### src/rtl/wimax_burst_sequencer.sv
// ---------------------------------------------------------------------------
// wimax_burst_sequencer
//  Frame-level controller in front of the WiMAX PHY chain
//  (PRBS -> FEC -> interleaver -> QPSK). For each burst it pulses the PRBS
//  seed load, then forwards BLOCK_BITS serial bits from the upstream source
//  into the randomizer and waits for the BLOCK_BITS/2 modulator symbols that
//  belong to them. Runs a programmed number of bursts (0 = until stop).
//  A watchdog moves to ERROR when the chain stops moving.
//
// Ports
//  i_clk_50, i_reset       clock, synchronous active-high reset
//  i_start, i_stop         run control pulses
//  i_num_frames            bursts per run (0 = continuous), latched on start
//  i_src_data/valid        upstream bit stream, o_src_ready back-pressure
//  o_phy_load/en           PRBS seed load pulse / chain enable
//  o_phy_data/valid        bit stream into the randomizer, i_phy_ready back
//  i_mod_valid/o_mod_ready modulator symbol handshake
//  o_busy, o_frame_done    status, per-burst completion pulse
//  o_frames_sent           bursts completed this run
//  o_timeout_err           sticky watchdog flag
// ---------------------------------------------------------------------------
module wimax_burst_sequencer #(
  parameter int BLOCK_BITS     = 96,
  parameter int TIMEOUT_CYCLES = 1024,
  parameter int FRAME_W        = 8
) (
  input  logic               i_clk_50,
  input  logic               i_reset,
  input  logic               i_start,
  input  logic               i_stop,
  input  logic [FRAME_W-1:0] i_num_frames,
  input  logic               i_src_data,
  input  logic               i_src_valid,
  output logic               o_src_ready,
  output logic               o_phy_load,
  output logic               o_phy_en,
  output logic               o_phy_data,
  output logic               o_phy_valid,
  input  logic               i_phy_ready,
  input  logic               i_mod_valid,
  output logic               o_mod_ready,
  output logic               o_busy,
  output logic               o_frame_done,
  output logic [FRAME_W-1:0] o_frames_sent,
  output logic               o_timeout_err
);

  localparam int SYMS  = BLOCK_BITS / 2;
  localparam int IN_W  = $clog2(BLOCK_BITS + 1);
  localparam int SYM_W = $clog2(SYMS + 1);
  localparam int WD_W  = $clog2(TIMEOUT_CYCLES + 1);

  typedef enum logic [2:0] {
    S_IDLE, S_LOAD, S_STREAM, S_DRAIN, S_DONE, S_ERROR
  } state_t;

  state_t             r_state;
  logic [IN_W-1:0]    r_in_cnt;
  logic [SYM_W-1:0]   r_sym_cnt;
  logic [WD_W-1:0]    r_wd;
  logic [FRAME_W-1:0] r_num_frames;
  logic [FRAME_W-1:0] r_frames_sent;
  logic               r_stop_req;
  logic               r_timeout_err;

  logic w_stream, w_drain, w_active, w_parked;
  logic w_sym_cap, w_bit_xfer, w_sym_xfer, w_last_bit;
  logic w_burst_done, w_last_frame, w_wd_expire;
  logic [FRAME_W-1:0] w_frames_inc;

  assign w_stream = (r_state == S_STREAM);
  assign w_drain  = (r_state == S_DRAIN);
  assign w_active = w_stream | w_drain;
  assign w_parked = (r_state == S_IDLE) | (r_state == S_DONE) | (r_state == S_ERROR);

  // Once a burst has all its symbols, refuse more so a fast modulator can
  // never be counted into the wrong burst.
  assign w_sym_cap  = (r_sym_cnt == SYM_W'(SYMS));
  assign w_bit_xfer = w_stream & i_src_valid & i_phy_ready;
  assign w_sym_xfer = i_mod_valid & o_mod_ready;
  assign w_last_bit = w_bit_xfer & (r_in_cnt == IN_W'(BLOCK_BITS - 1));

  // Completion is taken in DRAIN only; symbols that arrived during STREAM
  // already sit in r_sym_cnt.
  assign w_burst_done = w_drain &
                        (w_sym_cap | (w_sym_xfer & (r_sym_cnt == SYM_W'(SYMS - 1))));
  assign w_frames_inc = r_frames_sent + FRAME_W'(1);
  assign w_last_frame = (r_num_frames != '0) & (w_frames_inc == r_num_frames);
  assign w_wd_expire  = w_active & ~w_bit_xfer & ~w_sym_xfer &
                        (r_wd == WD_W'(TIMEOUT_CYCLES - 1));

  // Bit path is a combinational pass-through gated by state, so the
  // randomizer sees the upstream handshake with no added latency.
  assign o_phy_load    = (r_state == S_LOAD);
  assign o_phy_en      = w_active;
  assign o_phy_data    = w_stream & i_src_data;
  assign o_phy_valid   = w_stream & i_src_valid;
  assign o_src_ready   = w_stream & i_phy_ready;
  assign o_mod_ready   = w_active & ~w_sym_cap;
  assign o_busy        = ~w_parked;
  assign o_frame_done  = w_burst_done;
  assign o_frames_sent = r_frames_sent;
  assign o_timeout_err = r_timeout_err;

  always_ff @(posedge i_clk_50) begin
    if (i_reset) begin
      r_state       <= S_IDLE;
      r_in_cnt      <= '0;
      r_sym_cnt     <= '0;
      r_wd          <= '0;
      r_num_frames  <= '0;
      r_frames_sent <= '0;
      r_stop_req    <= 1'b0;
      r_timeout_err <= 1'b0;
    end else begin
      case (r_state)
        S_IDLE, S_DONE, S_ERROR: begin
          if (i_start) begin
            r_state       <= S_LOAD;
            r_num_frames  <= i_num_frames;
            r_frames_sent <= '0;
            r_stop_req    <= 1'b0;
            r_timeout_err <= 1'b0;
            r_in_cnt      <= '0;
            r_sym_cnt     <= '0;
            r_wd          <= '0;
          end
        end
        S_LOAD: begin
          r_state <= S_STREAM;
          r_wd    <= '0;
          if (i_stop) r_stop_req <= 1'b1;
        end
        S_STREAM, S_DRAIN: begin
          if (i_stop) r_stop_req <= 1'b1;
          if (w_bit_xfer) r_in_cnt <= r_in_cnt + IN_W'(1);
          if (w_last_bit) r_state <= S_DRAIN;
          if (w_sym_xfer) r_sym_cnt <= r_sym_cnt + SYM_W'(1);
          if (w_bit_xfer | w_sym_xfer) r_wd <= '0;
          else                         r_wd <= r_wd + WD_W'(1);
          if (w_burst_done) begin
            r_frames_sent <= w_frames_inc;
            r_in_cnt      <= '0;
            r_sym_cnt     <= '0;
            r_state       <= (r_stop_req | i_stop | w_last_frame) ? S_DONE : S_LOAD;
          end else if (w_wd_expire) begin
            // Counters stay frozen so the stall point can be inspected.
            r_state       <= S_ERROR;
            r_timeout_err <= 1'b1;
          end
        end
        default: r_state <= S_IDLE;
      endcase
    end
  end

endmodule

### config.mk
export PLATFORM = sky130hd
export DESIGN_NAME = wimax_burst_sequencer
export DESIGN_NICKNAME = d
export VERILOG_FILES = /design/src/rtl/wimax_burst_sequencer.sv
export SDC_FILE = /design/constraint.sdc
export NUM_CORES = 1
export LEC_CHECK = 0
export BUFFER_PORTS_ARGS = -buffer_cell sky130_fd_sc_hd__buf_2
export CAP_MARGIN = 30
export CORE_UTILIZATION = 57
export CTS_CLUSTER_DIAMETER = 120
export DETAILED_ROUTE_END_ITERATION = 6
export PLACE_DENSITY = 0.79
export SYNTH_ARGS = -nofsm -noshare
export SYNTH_HDL_FRONTEND = slang
export SYNTH_SLANG_ARGS = --single-unit
### constraint.sdc
create_clock -name i_clk_50 -period 2.5 [get_ports i_clk_50]
set_input_delay 0 -clock i_clk_50 [delete_from_list [all_inputs] [get_ports i_clk_50]]
set_output_delay 0 -clock i_clk_50 [all_outputs]
set_load 0.005 [all_outputs]
==> summary.md, run 1 <==
| Metric | Value |
|---|---|
| Status | complete, no violations |
| Flops & latches, synth | 45 |
| Reg2Reg Depth | 7 |
| R2R Path Start | o_frames_sent[0] |
| Vias | 2100 |
| Full die area | 4370 um^2 |
| Root buffer cell | clkbuf_8 |
| Antenna Nets Post-Route | 0 |
| Worst-path clk slew | 80 ps |
| Final wirelength | 5120 um |
| DR DRC count | 0 |
| RSZ-0062 raised after global routing | no |
| Synth Flop Type | dfxtp_1 |
| Cell taking the most area after synthesis | dfxtp_1 |
| Initial antenna violation count | 0 |
| Critical Path Start | o_frames_sent[0] |
| Final min period | 2170 ps |
| Crit path max fanout | 9 |
| DP HPWL | 3620 um |
| Row Count | 22 |
| Critical path class | flip-flop to flip-flop |
| Power Dens Cells | 669 nW/um^2 |
| Slew @ Worst Pin | 673 ps |
| Largest net degree at the start of global routing | 25 |
| Layout Cells excl Fill | 373 |
| Fmax | 0.461 GHz |
| Yosys top cell area share | 38.4% |
| RePlAce Congestion | 0.950 |
| Cells after DPL | 357 |
| EDFF count, synth | 0 |
| Pleak | 1.13 nW |
| Reg-to-reg endpoint | r_state[2] |
| Asr flop ratio synth | 0% |
| Die height | 66.1 um |
| Routed length on met3 | 186 um |
| Vias in the first global route | 1895 |
| Buf/Inv on CP | 0 |
| Critical Path End Type | flip-flop |
| Fin crit share | 86.8% |
| Syn_nets | 300 |
| Most common cell after layout, fill and taps aside | dfxtp_1 |
| Pre-Repair DR Iteration Count | 4 |
| Area growth, synth to finish | 16.4% |
| Max layer used | met4 |
| CTS tree | done |
| Global-route wire length before repair | 8380 um |
| Die X | 66.1 um |
| Wire per inst | 13.7 um |
| # H-tree levels | 2 |
| Metal-1 WL | 2530 um |
| Post-synthesis sequential area ratio | 38.4% |
| Max-slew violations | 0 |
| Hold Startpoint | i_stop |
| # diodes | 0 |
| WP data arrival | 2410 ps |
| Clock Latency Late Sink | 290 ps |
| Slack of the worst reg-to-reg path | 330 ps |
| CP Launch Type | flip-flop |
| Starting Density | 61.7% |
| CTS max path bufs | 2 |
| Max_cap viols | 0 |
| Setup Total Neg Slack | 0 ps |
| Count of different cell masters after synthesis | 52 |
| Nets@finish | 345 |
| Slowest-stage cell, CP | dfxtp_1 |
| Peak supply drop | 0.000552 V |
| Top cells by area, synth | dfxtp_1, xor2_1, nor2_1, nand2_1, a21oi_1 |
| CTS buffer count | 5 |
| Syn_area_per_cell | 8.40 um^2 |
| Core Box Area | 3800 um^2 |
| Buffers on Ports | 32 |
| CP cell instances | ha_1 -> xor2_1 -> xor2_1 -> a2111oi_2 -> o211ai_4 -> a2111oi_4 -> o221a_2 |
| Cell count after synthesis | 279 |
| Aggregate global routing overflow | 0 |
| Boundary Pins | 33 |
| Met2 WL | 2340 um |
| Synth Cell Area | 2340 um^2 |
| GRT Overall Usage | 25.2% |
| YS warnings | 0 |
| Post-CTS sizing | 0 |
| CTS Sinks | 45 |
| First DRT Iteration DRCs | 115 |
| Most frequent cells in the layout | dfxtp_1, nor2_1, nand2_1 |
| Largest delay contributor family on the critical path | compound AO/OA/AOI/OAI gates |
| Endpoints failing setup | 0 |
| Relative slew slack | 54.9% |
| Min-Delay Endpoint | r_stop_req |
| Crit path required time | 2740 ps |
| Final hold viol count | 0 |
| DR vias/cell | 5.63 |
| Most used cell, CP | xor2_1 |
| Worst hold stages | 3 |
| Crit-path max cell delay | 500 ps |
| Fin Clk Skew | 3.30 ps |
| Layout cells sized above 1 | 16.9% |
| Worst hold path type | primary input to flip-flop |
worst register-to-register path, stage by stage (launching register included):
cell,delay (ps)
dfxtp_1,500
ha_1,250
xor2_1,240
xor2_1,110
a2111oi_2,450
o211ai_4,140
a2111oi_4,220
o221a_2,220
cells by family (layout without fill, tap and decap cells):
kind of cell / count (synthesis) / in the layout / synth area share [%]
muxes: 3 / 3 / 1.39
AOI/OAI and AO/OA: 56 / 56 / 17.3
xor gates and xnor gates: 31 / 31 / 11.6
DFF: 45 / 45 / 38.4
buffers and inverters: 15 / 61 / 2.83
and+or+nand+nor: 124 / 124 / 25.8
adders and majority gates: 5 / 5 / 2.67
registers in the layout, summed over array words and instances (netlist names):
name and count:
o_frames_sent 8, o_timeout_err 1, r_in_cnt 7, r_num_frames 8
r_state 3, r_stop_req 1, r_sym_cnt 6, r_wd 11
stage by stage:
stage | hold slack, ps | power, mW | area (um^2) | setup slack [ps] | util (%)
after floorplan | 69.1 | 1.22 | 2340 | 473 | -
after global placement | 242 | 1.38 | 2570 | 408 | 67.6
after detailed placement | 245 | 1.39 | 2570 | 362 | 67.6
after CTS | 23.4 | 1.83 | 2730 | 343 | 71.9
after global routing | 37.2 | 1.94 | 2730 | 183 | 71.9
final | 27.6 | 1.83 | 2730 | 331 | 71.9
worst max-delay path by stage:
stage	to	slack, ps	cells past startpoint
finish	r_state[2]	330	7
global route	r_state[2]	180	7
CTS	r_state[2]	340	7
detailed placement	r_state[2]	360	7
global placement	r_state[2]	410	7
floorplan	r_state[2]	470	7
report_power, final:
group	internal [mW]	switching, mW
Clock	0.198	0.236
Combinational	0.216	0.331
Sequential	0.774	0.0711
Total	1.19	0.638
routing by layer:
layer  global-route usage [%]  vias to the layer above
li1                         -                     1073
met1                     33.7                      972
met2                     39.2                       48
met3                     5.34                        7
met4                     10.4                        0
met5                        0                        -
Yosys cell counts, drive strengths merged, types with 4 or more instances:
library cell  count
dfxtp            45
nor2             44
nand2            34
xor2             23
a21oi            18
o21ai            11
nand3            10
xnor2             8
and3              7
inv               7
o2111ai           6
a22oi             5
ha                5
clkbuf            4
nor3              4
nor4              4
final cells by class:
cell class / instances / area, um^2
Multi-Input combinational cell: 219 / 1380
Clock inverter: 1 / 7.51
Sequential cell: 45 / 901
Clock buffer: 7 / 76.3
Fill cell: 316 / 1070
Tap cell: 48 / 60.1
Inverter: 8 / 30.0
Timing Repair Buffer: 45 / 278
timing repair:
item,in CTS,in global routing
hold buffers,8,0
endpoints found under the hold margin,8,0
buffers inserted,0,0
Power figures use the tool's default switching activity.
==> inputs of run 2 (changes only) <==
==> config.mk (replaced) <==
export PLATFORM = sky130hd
export DESIGN_NAME = wimax_burst_sequencer
export DESIGN_NICKNAME = d
export VERILOG_FILES = /design/src/rtl/wimax_burst_sequencer.sv
export SDC_FILE = /design/constraint.sdc
export NUM_CORES = 1
export LEC_CHECK = 0
export CAP_MARGIN = 30
export CORE_UTILIZATION = 62
export CTS_CLUSTER_DIAMETER = 120
export DETAILED_ROUTE_END_ITERATION = 6
export DONT_BUFFER_PORTS = 1
export PLACE_DENSITY = 0.78
export SETUP_SLACK_MARGIN = 0.15
export SYNTH_ARGS = -nofsm -noshare
export SYNTH_HDL_FRONTEND = slang
export SYNTH_SLANG_ARGS = --single-unit
==> run 2 against run 1 <==
  * Clock-buffer cell count grew 1
  * Register-to-register slack lost 30 ps
  * Sequential cell count is the same
  * Sequential power is essentially flat
  * First-iteration DRC count grew 14%
  * Via count shrank 2.6%
  * Combinational power shrank 4.9%
  * Worst hold slack lost 10 ps
  * Critical path type unchanged
==> summary.md, run 2 (synthesis gave the netlist of run 1 again) <==
| Metric | Value |
|---|---|
| Status | complete, no violations |
| Critical path class | flip-flop to flip-flop |
| Postcts setup bufs | 0 (unchanged) |
| Root buffer cell | clkbuf_8 |
| Fin crit share | 88.2% (+1.4 points) |
| Peak supply drop | 0.000625 V (+13%) |
| GRT Overall Usage | 29.3% (+4.1 points) |
| Area growth, synth to finish | 11.3% |
| Vias in the first global route | 2079 (+9.7%) |
| Pre-Repair DR Iteration Count | 4 (unchanged) |
| Boundary Pins | 33 (unchanged) |
| Switching part of the total | 35.1% (+0.14 points) |
| CTS Sinks | 45 (unchanged) |
| Switching power | 630 uW (-1.3%) |
| Layout cells sized above 1 | 8.08% (-8.8 points) |
| Cells after DPL | 324 (-9.2%) |
| Fin Clk Skew | 6.36 ps (+3.05 ps) |
| Pleak | 1.00 nW (-11%) |
| Worst hold path type | primary input to flip-flop |
| Aggregate global routing overflow | 0 (unchanged) |
| Buffers on Ports | 0 (-100%) |
| Largest register by flop count | r_wd |
| Vias | 2045 (-2.6%) |
| Design area | 2610 um^2 (-4.4%) |
| Internal power | 1.17 mW (-1.9%) |
| Crit path required time | 2740 ps (about the same) |
| RePlAce Congestion | 0.922 (-3.0%) |
| Filler instances | 273 (-14%) |
| Global-route wire length before repair | 9310 um (+11%) |
| Final hold viol count | 0 (unchanged) |
| Critical Path End Type | flip-flop |
| Largest register FFs | 11 (unchanged) |
| Wire per inst | 15.5 um (+13%) |
| Sequential Power Share | 47.1% (+0.8 points) |
| Largest net degree at the start of global routing | 25 (unchanged) |
| CTS buffer count | 5 (unchanged) |
| Initial antenna violation count | 0 (unchanged) |
| Setup Total Neg Slack | 0 ps (unchanged) |
| WP data arrival | 2440 ps (+30 ps) |
| Area occupied by multi-input gates | 1390 um^2 (+0.55%) |
| Crit path max fanout | 6 (-3) |
| Sequential Area | 901 um^2 (unchanged) |
| Cell area after placement | 2410 um^2 (-6.0%) |
| # diodes | 0 (unchanged) |
| Final WS setup | 296 ps (-34.9 ps) |
| # H-tree levels | 2 (unchanged) |
| Row Count | 21 (-4.5%) |
| Relative slew slack | 36.9% (-18 points) |
| CP Launch Type | flip-flop |
| Logic pwr share | 29.0% (-1.0 points) |
| Layout Cells excl Fill | 343 (-8.0%) |
| Clock Latency Late Sink | 290 ps (about the same) |
| CTS max path bufs | 2 (unchanged) |
| Max-slew violations | 0 (unchanged) |
| DP HPWL | 3720 um (+2.9%) |
| Slew @ Worst Pin | 943 ps (+269 ps) |
| Nets@finish | 317 (-8.1%) |
| DR DRC count | 0 (unchanged) |
| DR vias/cell | 5.96 (+5.9%) |
| Core Box Area | 3470 um^2 (-8.7%) |
| Full die area | 4030 um^2 (-7.8%) |
| Most frequent cells in the layout | dfxtp_1, nor2_1, nand2_1 |
| Clock Power Share | 23.9% (about the same) |
| Fmax | 0.454 GHz (-1.6%) |
| Max_cap viols | 0 (unchanged) |
| Worst-path clk slew | 80 ps (about the same) |
| CTS tree | done |
| Slack of the worst reg-to-reg path | 300 ps (-30 ps) |
| RSZ-0062 raised after global routing | no |
| Final wirelength | 5310 um (+3.8%) |
| Power Dens Cells | 688 nW/um^2 (+2.9%) |
| Die height | 63.5 um (-4.0%) |
| Starting Density | 67.6% (+5.9 points) |
| Endpoints failing setup | 0 (unchanged) |
| Antenna Nets Post-Route | 0 (unchanged) |
| Final min period | 2200 ps (+34.9 ps) |
| Tot Pwr | 1.79 mW (-1.7%) |
| Fin Hold WS | 17.2 ps (-10.3 ps) |
| Pre-CTS WS | 339 ps (-22.5 ps) |
| Final core utilization | 75.2% (+3.3 points) |
| Most common cell after layout, fill and taps aside | dfxtp_1 |
| Die X | 63.5 um (-4.0%) |
| First DRT Iteration DRCs | 131 (+14%) |
-- run 2: changes by cell type in the layout (fill, tap and decap cells not counted) --
cell,change
buf_2,-32
dlygate4sd3_1,+3
buf_4,+1
clkbuf_1,+1
clkinvlp_4,-1
o41ai_1,-1
o41ai_2,+1
-- run 2: path summary, 6_finish.rpt --
path                                  startpoint          to  cells past startpoint
worst min register to register          r_wd[10]    r_wd[10]                      2
worst max register to register  o_frames_sent[1]  r_state[2]                      7
worst min-delay path                      i_stop  r_state[0]                      3
worst max-delay path            o_frames_sent[1]  r_state[2]                      7
-- run 2: what timing repair did --
action,4_1_cts,5_1_grt
endpoints found under the hold margin,24,0
hold buffers,11,0
resized for setup,0,1
setup endpoints to repair,0,1
-- run 2: layout make-up --
class	instances	share of cell area (%)
Clock buffer	8	3.07
Inverter	8	1.15
Multi-Input combinational cell	219	53.1
Sequential cell	45	34.5
Tap cell	46	2.21
Timing Repair Buffer	17	5.95
-- run 2: power by group through the flow --
stage	logic, mW	clock network, mW	registers [mW]
2_1_floorplan	0.380	0	0.839
6_report	0.520	0.430	0.845
4_1_cts	0.508	0.434	0.842
3_3_place_gp	0.476	0	0.856
5_1_grt	0.579	0.466	0.850
3_5_place_dp	0.482	0	0.859
-- run 2: critical path, cell delays in order, from the launching register on --
cell and delay, ps:
dfxtp_1 430, ha_1 240, xor2_1 240, xor2_1 130, a2111oi_2 490, o211ai_4 140
a2111oi_4 250, o221a_2 230
-- run 2: per-layer routing --
metal | routed length, um | track usage [%]
met5 | 0 | 0
met4 | 55 | 10.2
met3 | 273 | 7.25
met2 | 2560 | 49.1
met1 | 2420 | 36.3
==> inputs of run 3 (changes only) <==
==> constraint.sdc (replaced) <==
create_clock -name i_clk_50 -period 2.5 [get_ports i_clk_50]
set_input_delay 0 -clock i_clk_50 [delete_from_list [all_inputs] [get_ports i_clk_50]]
set_output_delay 0 -clock i_clk_50 [all_outputs]
set_load 0.01 [all_outputs]
==> run 3 against run 2 <==
  * Non-clock buffer count rose by 1
  * Die area did not move
  * Clock skew barely moved
  * Core utilization rose by 0.47 points
  * Maximum frequency rose by 5.2%
  * Critical path depth rose by 1
  * Critical path type unchanged
==> summary.md, run 3 (synthesis gave the netlist of run 1 again) <==
| Metric | Value |
|---|---|
| Status | complete, no violations |
| Cells after DPL | 325 (+0.31%) |
| Die height | 63.5 um (unchanged) |
| Reg2Reg Depth | 8 (+1) |
| Largest net degree at the start of global routing | 25 (unchanged) |
| RSZ-0062 raised after global routing | no |
| Design area | 2630 um^2 (+0.62%) |
| Worst hold stages | 3 (unchanged) |
| Full die area | 4030 um^2 (unchanged) |
| CTS max path bufs | 2 (unchanged) |
| Root buffer cell | clkbuf_8 |
| Fmax | 0.477 GHz (+5.2%) |
| Pleak | 1.02 nW (+1.4%) |
| First DRT Iteration DRCs | 143 (+9.2%) |
| Fin Hold WS | 18.9 ps (+1.63 ps) |
| Starting Density | 67.6% (unchanged) |
| Pre-CTS WS | 438 ps (+98.3 ps) |
| Critical path class | flip-flop to flip-flop |
| Slew @ Worst Pin | 918 ps (-25.1 ps) |
| Critical Path End Type | flip-flop |
| Setup Total Neg Slack | 0 ps (unchanged) |
| Antenna Nets Post-Route | 0 (unchanged) |
| Final core utilization | 75.7% (+0.47 points) |
| Crit path max fanout | 5 (-1) |
| GRT Overall Usage | 28.3% (-1.0 points) |
| Global-route wire length before repair | 8700 um (-6.5%) |
| CP cell instances | inv_1 -> ha_1 -> nand2_1 -> o41ai_1 -> nand4b_1 -> a31o_2 -> a32oi_1 -> o21ai_1 |
| Fin Clk Skew | 6.20 ps (-0.160 ps) |
| Power Dens Cells | 703 nW/um^2 (+2.1%) |
| WP data arrival | 2290 ps (-150 ps) |
| Most frequent cells in the layout | dfxtp_1, nor2_1, nand2_1 |
| Area growth, synth to finish | 12.0% |
| CTS Sinks | 45 (unchanged) |
| Largest register by flop count | r_wd |
| Layout cells sized above 1 | 9.06% (+0.98 points) |
| CP Launch Type | flip-flop |
| Final hold viol count | 0 (unchanged) |
| Clock Latency Late Sink | 300 ps (about the same) |
| R2R Path Start | r_sym_cnt[0] |
| # diodes | 0 (unchanged) |
| Relative slew slack | 38.6% (+1.7 points) |
| Final min period | 2090 ps (-110 ps) |
| CTS buffer count | 5 (unchanged) |
| Buf/Inv on CP | 1 (+1) |
| Buffers on Ports | 0 (unchanged) |
| Vias | 2050 (+0.24%) |
| Pre-Repair DR Iteration Count | 4 (unchanged) |
| Max_cap viols | 0 (unchanged) |
| Hold Startpoint | i_mod_valid |
| RePlAce Congestion | 0.938 (+1.8%) |
| Fin crit share | 83.8% (-4.4 points) |
| DP HPWL | 3620 um (-2.7%) |
| Slack of the worst reg-to-reg path | 410 ps (+110 ps) |
| Aggregate global routing overflow | 0 (unchanged) |
| Post-CTS sizing | 0 (unchanged) |
| Worst-path clk slew | 80 ps (about the same) |
| Slowest-stage cell, CP | o41ai_1 |
| Min-Delay Endpoint | r_sym_cnt[2] |
| Reg-to-reg endpoint | r_state[0] |
| Worst hold path type | primary input to flip-flop |
| Layout Cells excl Fill | 344 (+0.29%) |
| Crit-path max cell delay | 430 ps (-60 ps) |
| Core Box Area | 3470 um^2 (unchanged) |
| Initial antenna violation count | 0 (unchanged) |
| Vias in the first global route | 1932 (-7.1%) |
| Row Count | 21 (unchanged) |
| Wire per inst | 15.2 um (-2.0%) |
| Largest register FFs | 11 (unchanged) |
| Final wirelength | 5220 um (-1.7%) |
| Die X | 63.5 um (unchanged) |
| Max-slew violations | 0 (unchanged) |
| Tot Pwr | 1.84 mW (+2.7%) |
| # H-tree levels | 2 (unchanged) |
| CTS tree | done |
| Most common cell after layout, fill and taps aside | dfxtp_1 |
| Nets@finish | 318 (+0.32%) |
| Largest delay contributor family on the critical path | compound AO/OA/AOI/OAI gates |
| Endpoints failing setup | 0 (unchanged) |
| Boundary Pins | 33 (unchanged) |
| Final WS setup | 405 ps (+110 ps) |
| Crit path required time | 2690 ps (-50 ps) |
| DR DRC count | 0 (unchanged) |
| Peak supply drop | 0.000605 V (-3.2%) |
| Cell area after placement | 2420 um^2 (+0.31%) |
| DR vias/cell | 5.96 (about the same) |
-- run 3: routing by layer --
layer,up-vias,global-route usage (%),share of wire (%)
met1,970,34.4,44
met3,7,8.15,5.7
met5,-,0,0
li1,1017,-,-
met4,0,12.2,1.8
met2,56,46.0,48
-- run 3: layout make-up --
type	instances	area (um^2)
fillers	270	843
clock inverters	2	13.8
clock buffers	6	82.6
inverters	8	30.0
multi-input cells	219	1380
flip-flops and latches	45	901
repair buffers	18	163
well taps	46	57.6
-- run 3: repair_timing --
action                                 in CTS  in global routing
endpoints found under the hold margin      25                  0
setup endpoints to repair                   0                  0
hold buffers                               11                  0
buffers inserted                            0                  0
-- run 3: how the worst max path moves through the flow --
stage | to | cells past startpoint | start | slack [ps]
finish | r_state[0] | 8 | r_sym_cnt[0] | 410
global route | r_state[0] | 8 | r_sym_cnt[0] | 220
CTS | r_state[0] | 8 | r_sym_cnt[0] | 420
detailed placement | r_state[0] | 8 | r_sym_cnt[0] | 440
global placement | r_state[0] | 8 | r_sym_cnt[0] | 480
floorplan | r_state[2] | 7 | o_frames_sent[0] | 430
-- run 3: report_power, final --
part	switching (mW)	internal (mW)	leakage (nW)
logic	0.332	0.192	0.599
clock network	0.254	0.224	0.0512
registers	0.0684	0.774	0.365
-- run 3: worst min-delay path: cells and delay by family --
family           cells  cell delay [ps]
AO/OA/AOI/OAI        1               90
AND/OR/NAND/NOR      2              180
